$ cat config.mk
export PLATFORM = sky130hd
export DESIGN_NAME = tag_rx_sched
export DESIGN_NICKNAME = d
export VERILOG_FILES = /design/src/rtl/tag_anc_pkg.sv /design/src/rtl/tag_rx_sched_regs.sv /design/src/rtl/tag_rx_sched.sv
export SDC_FILE = /design/constraint.sdc
export NUM_CORES = 1
export LEC_CHECK = 0
export ABC_AREA = 1
export CAP_MARGIN = 10
export CORE_UTILIZATION = 62
export CTS_CLUSTER_SIZE = 24
export DETAILED_ROUTE_END_ITERATION = 10
export GPL_ROUTABILITY_DRIVEN = 0
export PLACE_DENSITY = 0.86
export SLEW_MARGIN = 20
export SYNTH_ARGS = -nofsm -noshare
export SYNTH_HDL_FRONTEND = slang
export SYNTH_SLANG_ARGS = --single-unit
$ cat constraint.sdc
create_clock -name clk -period 5.15 [get_ports clk]
set_clock_uncertainty 0.2 [all_clocks]
set_input_delay 1.2875 -clock clk [delete_from_list [all_inputs] [get_ports clk]]
set_output_delay 1.2875 -clock clk [all_outputs]
set_load 0.005 [all_outputs]
$ cat src/rtl/tag_anc_pkg.sv
// Shared definitions for the tag receive scheduler:
// FSM state encodings, settings-bus addresses and CTRL bit positions.
package tag_anc_pkg;

    typedef enum logic [2:0] {
        S_IDLE   = 3'd0,
        S_ARM    = 3'd1,
        S_SEARCH = 3'd2,
        S_TRACK  = 3'd3,
        S_GAP    = 3'd4,
        S_DONE   = 3'd5
    } sched_state_e;

    localparam logic [7:0] ADDR_CTRL    = 8'd0;
    localparam logic [7:0] ADDR_SCALE   = 8'd1;
    localparam logic [7:0] ADDR_NOISE   = 8'd2;
    localparam logic [7:0] ADDR_NFRAMES = 8'd3;
    localparam logic [7:0] ADDR_TIMEOUT = 8'd4;

    localparam int CTRL_START = 0;
    localparam int CTRL_ABORT = 1;
    localparam int CTRL_CLR   = 2;

    localparam logic [1:0] RX_INIT     = 2'b00;
    localparam logic [1:0] RX_LOC_SYNC = 2'b01;
    localparam logic [1:0] RX_START    = 2'b10;
    localparam logic [1:0] RX_LOC_RX   = 2'b11;

endpackage

$ cat src/rtl/tag_rx_sched_regs.sv
// Settings-bus decode: CTRL strobes (combinational, one cycle)
// and shadow registers applied by the scheduler at ARM.
module tag_rx_sched_regs
    import tag_anc_pkg::*;
#(
    parameter int DATA_WIDTH = 16,
    parameter int NFRM_WIDTH = 16,
    parameter int TMO_WIDTH  = 32
) (
    input  logic                  clk,
    input  logic                  reset,
    input  logic                  set_stb,
    input  logic [7:0]            set_addr,
    input  logic [31:0]           set_data,
    output logic                  start,
    output logic                  abort,
    output logic                  clr_err,
    output logic [DATA_WIDTH-1:0] sh_scale,
    output logic [31:0]           sh_noise,
    output logic [NFRM_WIDTH-1:0] sh_nframes,
    output logic [TMO_WIDTH-1:0]  sh_timeout
);

    logic [DATA_WIDTH-1:0] scale_q, scale_d;
    logic [31:0]           noise_q, noise_d;
    logic [NFRM_WIDTH-1:0] nframes_q, nframes_d;
    logic [TMO_WIDTH-1:0]  timeout_q, timeout_d;
    logic                  ctrl_wr;

    // Address decode: strobes and next shadow values
    always_comb begin
        scale_d   = scale_q;
        noise_d   = noise_q;
        nframes_d = nframes_q;
        timeout_d = timeout_q;
        ctrl_wr   = 1'b0;
        if (set_stb) begin
            unique case (set_addr)
                ADDR_CTRL:    ctrl_wr   = 1'b1;
                ADDR_SCALE:   scale_d   = set_data[DATA_WIDTH-1:0];
                ADDR_NOISE:   noise_d   = set_data;
                ADDR_NFRAMES: nframes_d = set_data[NFRM_WIDTH-1:0];
                ADDR_TIMEOUT: timeout_d = set_data[TMO_WIDTH-1:0];
                default:      ;
            endcase
        end
        start   = ctrl_wr & set_data[CTRL_START];
        abort   = ctrl_wr & set_data[CTRL_ABORT];
        clr_err = ctrl_wr & set_data[CTRL_CLR];
    end

    // Shadow register bank
    always_ff @(posedge clk) begin
        if (reset) begin
            scale_q   <= DATA_WIDTH'(1);
            noise_q   <= '0;
            nframes_q <= NFRM_WIDTH'(1);
            timeout_q <= '0;
        end else begin
            scale_q   <= scale_d;
            noise_q   <= noise_d;
            nframes_q <= nframes_d;
            timeout_q <= timeout_d;
        end
    end

    assign sh_scale   = scale_q;
    assign sh_noise   = noise_q;
    assign sh_nframes = nframes_q;
    assign sh_timeout = timeout_q;

endmodule

$ cat src/rtl/tag_rx_sched.sv
// Receive scheduler: arms the receive controller, tracks frames,
// enforces inter-frame gaps and a peak-search timeout.
module tag_rx_sched
    import tag_anc_pkg::*;
#(
    parameter int DATA_WIDTH = 16,
    parameter int NFRM_WIDTH = 16,
    parameter int TMO_WIDTH  = 32,
    parameter int GAP_CYCLES = 8
) (
    input  logic                  clk,
    input  logic                  reset,
    input  logic                  set_stb,
    input  logic [7:0]            set_addr,
    input  logic [31:0]           set_data,
    input  logic [1:0]            rx_state,
    output logic                  run_rx,
    output logic [DATA_WIDTH-1:0] scale_val,
    output logic [31:0]           noise_thres,
    output logic                  busy,
    output logic                  done,
    output logic                  timeout_err,
    output logic [NFRM_WIDTH-1:0] frame_count
);

    localparam logic [7:0] GAP_LOAD =
        (GAP_CYCLES > 1) ? 8'(GAP_CYCLES - 2) : 8'd0;

    logic                  start, abort, clr_err;
    logic [DATA_WIDTH-1:0] sh_scale;
    logic [31:0]           sh_noise;
    logic [NFRM_WIDTH-1:0] sh_nframes;
    logic [TMO_WIDTH-1:0]  sh_timeout;

    sched_state_e          state_q, state_d;
    logic                  run_q, run_d;
    logic                  busy_q, busy_d;
    logic                  done_q, done_d;
    logic                  err_q, err_d;
    logic                  seen_q, seen_d;
    logic [7:0]            gap_q, gap_d;
    logic [NFRM_WIDTH-1:0] fc_q, fc_d, fc_inc;
    logic [TMO_WIDTH-1:0]  tmo_q, tmo_d, tmo_nxt;
    logic [DATA_WIDTH-1:0] scale_q, scale_d;
    logic [31:0]           noise_q, noise_d;
    logic [NFRM_WIDTH-1:0] nfr_q, nfr_d;
    logic [TMO_WIDTH-1:0]  tlim_q, tlim_d;
    logic                  tmo_hit;

    tag_rx_sched_regs #(
        .DATA_WIDTH (DATA_WIDTH),
        .NFRM_WIDTH (NFRM_WIDTH),
        .TMO_WIDTH  (TMO_WIDTH)
    ) u_regs (
        .clk        (clk),
        .reset      (reset),
        .set_stb    (set_stb),
        .set_addr   (set_addr),
        .set_data   (set_data),
        .start      (start),
        .abort      (abort),
        .clr_err    (clr_err),
        .sh_scale   (sh_scale),
        .sh_noise   (sh_noise),
        .sh_nframes (sh_nframes),
        .sh_timeout (sh_timeout)
    );

    // Next-state and registered-output logic
    always_comb begin
        state_d = state_q;
        run_d   = run_q;
        err_d   = err_q;
        seen_d  = seen_q;
        gap_d   = gap_q;
        fc_d    = fc_q;
        tmo_d   = tmo_q;
        scale_d = scale_q;
        noise_d = noise_q;
        nfr_d   = nfr_q;
        tlim_d  = tlim_q;
        tmo_hit = 1'b0;
        tmo_nxt = tmo_q + TMO_WIDTH'(1);
        fc_inc  = (fc_q == '1) ? fc_q : fc_q + NFRM_WIDTH'(1);
        case (state_q)
            S_IDLE: begin
                if (start) begin
                    state_d = S_ARM;
                    fc_d    = '0;
                end
            end
            S_ARM: begin
                scale_d = sh_scale;
                noise_d = sh_noise;
                nfr_d   = sh_nframes;
                tlim_d  = sh_timeout;
                run_d   = 1'b1;
                tmo_d   = '0;
                seen_d  = 1'b0;
                state_d = S_SEARCH;
            end
            S_SEARCH: begin
                tmo_d = tmo_nxt;
                if (rx_state == RX_LOC_SYNC) begin
                    state_d = S_TRACK;
                end else if (tlim_q != '0 && tmo_nxt == tlim_q) begin
                    tmo_hit = 1'b1;
                    run_d   = 1'b0;
                    state_d = S_IDLE;
                end
            end
            S_TRACK: begin
                if (rx_state == RX_LOC_RX) seen_d = 1'b1;
                if (rx_state == RX_INIT && seen_q) begin
                    fc_d  = fc_inc;
                    run_d = 1'b0;
                    if (nfr_q != '0 && fc_inc == nfr_q) begin
                        state_d = S_DONE;
                    end else if (GAP_CYCLES <= 1) begin
                        state_d = S_ARM;
                    end else begin
                        state_d = S_GAP;
                        gap_d   = GAP_LOAD;
                    end
                end
            end
            S_GAP: begin
                if (gap_q == 8'd0) state_d = S_ARM;
                else               gap_d   = gap_q - 8'd1;
            end
            S_DONE:  state_d = S_IDLE;
            default: state_d = S_IDLE;
        endcase
        // Abort overrides the state move but keeps any frame count update
        if (abort && state_q != S_IDLE) begin
            state_d = S_IDLE;
            run_d   = 1'b0;
        end
        if (clr_err) err_d = 1'b0;
        if (tmo_hit) err_d = 1'b1;
        done_d = (state_d == S_DONE);
        busy_d = (state_d != S_IDLE);
    end

    // State and output registers
    always_ff @(posedge clk) begin
        if (reset) begin
            state_q <= S_IDLE;
            run_q   <= 1'b0;
            busy_q  <= 1'b0;
            done_q  <= 1'b0;
            err_q   <= 1'b0;
            seen_q  <= 1'b0;
            gap_q   <= '0;
            fc_q    <= '0;
            tmo_q   <= '0;
            scale_q <= DATA_WIDTH'(1);
            noise_q <= '0;
            nfr_q   <= NFRM_WIDTH'(1);
            tlim_q  <= '0;
        end else begin
            state_q <= state_d;
            run_q   <= run_d;
            busy_q  <= busy_d;
            done_q  <= done_d;
            err_q   <= err_d;
            seen_q  <= seen_d;
            gap_q   <= gap_d;
            fc_q    <= fc_d;
            tmo_q   <= tmo_d;
            scale_q <= scale_d;
            noise_q <= noise_d;
            nfr_q   <= nfr_d;
            tlim_q  <= tlim_d;
        end
    end

    assign run_rx      = run_q;
    assign busy        = busy_q;
    assign done        = done_q;
    assign timeout_err = err_q;
    assign frame_count = fc_q;
    assign scale_val   = scale_q;
    assign noise_thres = noise_q;

endmodule

# Yosys cells after proc, flatten, opt, wreduce, memory -nomap -nowiden
# Index checks and enable logic that the tools add are counted.
word_totals:
  mem_bits_ro: 0
  input_bits: 45
  latch_bits: 0
  ff_bits: 256
  output_inout_bits: 68
  n_memories: 0
  mem_bits_rw: 0
  elab_cells: 101
classes:
  shift: 0
  n_bitwise: 3
  order_cmp: 0
  n_eq_ne: 21
  n_div: 0
  addsub: 3
  mux: 30
  n_reduce_logical: 27
  n_mul: 0
op_table:
  columns: ["cell", "n"]
  rows:
  - ["$pmux W32 S2", 1]
  - ["$mux W16", 3]
  - ["$add A32 B1 Y32 const B", 1]
  - ["$eq A32 B32 Y1", 1]
  - ["$pmux W16 S2", 1]
  - ["$reduce_bool A32 Y1", 1]
  - ["$mux W8", 3]
  - ["$mux W3", 6]
  - ["$add A16 B1 Y16 const B", 1]
  - ["$eq A16 B16 Y1", 1]
  - ["$eq A16 B16 Y1 const B", 1]
  - ["$eq A8 B2 Y1 const B", 2]
  - ["$logic_not A8 Y1", 2]
  - ["$pmux W8 S2", 1]
  - ["$reduce_bool A16 Y1", 1]
  - ["$pmux W3 S5", 1]
  - ["$ne A2 B2 Y1 const B", 7]
  - ["$mux W1", 12]
  - ["$reduce_and A2 Y1", 5]
  - ["$reduce_bool A2 Y1", 5]
  - ["$reduce_bool A3 Y1", 3]
  - ["$eq A8 B1 Y1 const B", 1]
  - ["$eq A8 B3 Y1 const B", 1]
  - ["$reduce_and A4 Y1", 2]
  - ["14 further kinds", 21]

# Longest topological paths before layout
logic_depth:
  ltp_word: 9
  ltp_mapped: 18
  depth_no_buf: 18

# Modules after synthesis
# A second synthesis with hierarchy kept.
hier_totals:
  cells_unflattened: 1878
  hier_area_um2: 12313.1
by_module_without_submodules:
  columns: ["module", "area_per_inst_um2", "seq_area_each_um2", "n_inst", "cells_per_inst"]
  rows:
  - ["tag_rx_sched", 8244.2, 3203.1, 1, 1295]
  - ["tag_rx_sched_regs", 4068.9, 1921.8, 1, 583]

# Worst setup path before layout
# No wires, ideal clock.
synth_timing:
  path_kind: "input to register"
  from: "input set_addr[5]"
  to: "register u_regs.timeout_q[10] (netlist: u_regs.sh_timeout[10])"
  arrival_time_ns: 2.721
  n_path_buf: 1
  cell_stages: 6
  setup_slack_ns: 2.144
  setup_time_ns: 0.086
  required_ns: 4.864
  path_cell_list: "nor4_2 -> inv_1 -> nor4_2 -> clkbuf_1 -> nor2_1 -> a211oi_1"
synth_between:
  elab_chain_len: 2
synth_lines:
  columns: ["item", "line", "text"]
  rows:
  - ["start, declared", "tag_rx_sched.sv:14", "input logic [7:0] set_addr,"]
  - ["$eq A8 B3 Y1", "tag_rx_sched_regs.sv:38", "unique case (set_addr)"]
  - ["$reduce_and A2 Y1 (no source line)", null, null]
  - ["end signal, assigned", "tag_rx_sched_regs.sv:63", "timeout_q <= timeout_d;"]
  - ["end, declared", "tag_rx_sched_regs.sv:27", "logic [TMO_WIDTH-1:0] timeout_q, timeout_d;"]
# No other way between the ends.
# A chain may end at the register's enable or synchronous reset.

# Worst setup path in the final report
layout_timing:
  from: "input set_addr[5]"
  to: "register fc_q[7] (netlist: frame_count[7])"
layout_between:
  elab_chain_len: 6
layout_lines:
  columns: ["item", "line", "text"]
  rows:
  - ["$logic_not A8 Y1", "tag_rx_sched_regs.sv:38", null]
  - ["$mux W1", "tag_rx_sched_regs.sv:38", null]
  - ["$mux W1", "tag_rx_sched_regs.sv:37", "if (set_stb) begin"]
  - ["$and A1 B1 Y1", "tag_rx_sched_regs.sv:47", "start = ctrl_wr & set_data[CTRL_START];"]
  - ["$ne A2 B2 Y1 (no source line)", null, null]
  - ["$reduce_and A3 Y1 (no source line)", null, null]
  - ["end signal, assigned", "tag_rx_sched.sv:155", "fc_q <= '0;"]
  - ["end signal, assigned", "tag_rx_sched.sv:169", "fc_q <= fc_d;"]
  - ["end, declared", "tag_rx_sched.sv:42", "logic [NFRM_WIDTH-1:0] fc_q, fc_d, fc_inc;"]
# No other way between the ends.

==> run metrics <==
P_leak=about 5.7 nW; largest family of logic cells by synthesized area=simple AND/OR/NAND/NOR gates; Boundary Pins=113; Int Power=approximately 0.0033 W; setup violators final=0; postcts setup bufs=0; Comb power frac=0.027; xor/xnor share of the synthesized area=0.03112; largest net degree at the start of global routing=90; DP Worst Slack=1388 ps; area leader, netlist=dfxtp_1; Max Freq=about 300 MHz; Placed Area=12770 um2; switching pwr=between 0.0008 and 0.0009 W; multiplexer area fraction after synthesis=0; DRC=0; Synth Area in Adders=0.004337; DR vias=around 11000; clk buf depth=3; CP most frequent cell=inv_1; clock network power share=0.489; reg2reg setup slack=between 2000 and 2500 ps; post-synth cell types=38; WHS Endpoint=gap_q[7]; DIE AREA=between 15000 and 20000 um2; Setup CP Type=primary input to flop; number of DRC markers in iteration 0=around 1100; Compound-Gate Fraction of Synth Area=0.1708; final net count=1775; # rows=between 40 and 50; Worst setup EP type=flop; Worst-Margin Slew=around 1000 ps; diodes inserted=0; Slew Viols, Final=0; predominant post-synthesis flop cell=dfxtp_1; Synth Area in Simple Gates=0.2731; worst r2r dst=busy; syn nets=1700; DP Wirelength=~20000 um; fin crit period=around 3300 ps; launch point of the worst reg-to-reg path=tmo_q[0]; Core ar.=between 15000 and 20000 um2; Max VDD drop=about 0.00032 V; Avg Cell Area, Syn=approximately 7 um2; first-pass GRT wire length=49160 um; dominant cells by area after synthesis=dfxtp_1, nand2_1, nor2_1; clock sink count=about 260; unrepaired setup endpoints after global routing=false; Post-synth EDFFs=0; antenna viol nets, final=0; required time of the critical path=around 5300 ps; initial antenna violation count=0; max layer used=met4; Hold Path Class=flop to flop; placed cell count=~1900; WP data arrival=3480 ps; CP Cell Sequence=clkdlybuf4s50_1, nor4_2, inv_1, nor3_1, nand3_1, o21ai_0, inv_1, nand2_1, a21oi_1; total track usage=0.3103; Post-synth top cells=nand2_1, nor2_1, dfxtp_1, a21oi_1, o21ai_0; pwr dens=299.9 nW/um2; FILL cells=between 1000 and 1500; crit-path max FO=16; crit path setup slack, layout=1837 ps; most frequent cell after synthesis=nand2_1; CTS tree=built; Syn Inst Count=between 1500 and 2000; First-pass DRT Iterations=7; Die X-Extent=approximately 140 um; Hold Startpoint=gap_q[7]; Cells on Worst Hold Path=2; CTS Buf Count=26; worst hold slack=~270 ps; Hold Buf Count CTS=0; area fraction of the dominant cell type after synthesis=0.4441; DR WL met2=13250 um; Starting Density=0.6380; clock root cell=clkbuf_16; Setup crit start kind=primary input; share of layout cells above drive strength 1=0.04532; Vias/cell=roughly 5.6; fin crit share=0.6432; clock latency on the worst-skew pair=530 ps; max-cap violation count=0; worst r2r path cells=18; switch share=0.2047; DR WL met3=roughly 2200 um; Final Hold Fails=0; Seq pwr share=0.483; DR WL/cell=approximately 15 um; Non-Filler Instances=just under 2000; I/O Buffers=between 100 and 150; grt ovf=0; Async S/R FF share, synth=0; Seq/Total Area, Yosys=0.4441; setup TNS=0 ps; P&R area growth vs syn=18.65%; Resized Gates After CTS=0; M1 WL=approximately 14000 um; vias in the first global route=10020; Seq cells post-synth=around 260; Relative slew margins=0.3167; post-synthesis cell area=11540 um2; total wire length=around 30000 um; die height=roughly 140 um; Slowest-stage cell, CP=nor4_2; Finished Cell Area=approximately 14000 um2; outcome=completed; Max H-tree Level=1; clk slew on worst S/H paths=around 60 ps; yosys warns=0; Max stage delay on crit path=between 400 and 500 ps
==> per-layer routing <==
layer	vias up	GRT usage
met5	-	0
met4	0	0.1212
met3	76	0.05369
met2	432	0.4790
met1	5050	0.4335
li1	5512	-
==> flip-flops by register name (all words and copies together), names as in the netlist, 3 cells and up <==
signal,cells
tmo_q,32
noise_thres,32
u_regs.sh_nframes,16
gap_q,8
tlim_q,32
scale_val,16
nfr_q,16
u_regs.sh_noise,32
frame_count,16
u_regs.sh_scale,16
state_q,3
u_regs.sh_timeout,32
==> how the worst max path moves through the flow <==
stage                startpoint                    end  slack [ps]  cells past startpoint
floorplan           set_addr[5]  u_regs.sh_timeout[10]        2140                      6
global placement    set_addr[5]         frame_count[9]        1460                      9
CTS                 set_addr[7]         frame_count[7]        1910                      9
detailed placement  set_addr[5]         frame_count[2]        1390                      9
global route        set_addr[4]        frame_count[14]        1690                      9
finish              set_addr[5]         frame_count[7]        1840                      9
==> area by class of cell <==
type,count,area (um2),area share
Multi-Input combinational cell,1162,5567,0.4066
Clock buffer,39,780.7,0.05702
Tap cell,229,286.5,0.02093
Sequential cell,256,5125,0.3743
Timing Repair Buffer,122,1204,0.08791
Inverter,158,595.6,0.04350
Clock inverter,6,133.9,0.009778
==> layout by cell type (no fill, tap or decap), drive strengths merged, types with 5 or more instances in the layout <==
master	netlist	routed
nand3	88	88
nor2	267	267
clkbuf	72	39
clkdlybuf4s50	0	111
o21ai	168	168
xor2	20	20
xnor2	8	8
buf	3	11
nand4	16	16
nor3	15	15
a21oi	170	170
nand3b	7	7
dfxtp	256	256
a211oi	32	32
inv	157	155
clkinv	1	5
nand2	348	348
==> cells by family (layout without fill, tap and decap cells) <==
group	after synthesis	in the layout
and+or+nand+nor	750	750
AOI/OAI and AO/OA	375	375
DFF	256	256
buffers and inverters	233	325
xor gates and xnor gates	33	33
adders and majority gates	4	4
==> through the flow <==
stage          power [W]  utilization
6_report        0.004106       0.7570
5_1_grt         0.004203       0.7570
4_1_cts         0.004118       0.7569
3_5_place_dp    0.002139       0.7063
3_3_place_gp    0.002137       0.7063
2_1_floorplan   0.002077            -
==> power groups by stage <==
stage                     Clock [W]  Sequential [W]  Combinational, W
after floorplan                   0         0.00203         0.0000493
after global placement            0         0.00203          0.000109
after detailed placement          0         0.00203          0.000111
after CTS                   0.00202         0.00198          0.000112
after global routing        0.00210         0.00198          0.000121
final                       0.00201         0.00198          0.000113
==> worst max-delay path, delay by kind of cell <==
family | cells | cell delay [ps]
AO/OA/AOI/OAI | 2 | 180
AND/OR/NAND/NOR | 4 | 1150
buffers and inverters | 3 | 840
No activity file was read; power rests on OpenSTA's default activity.
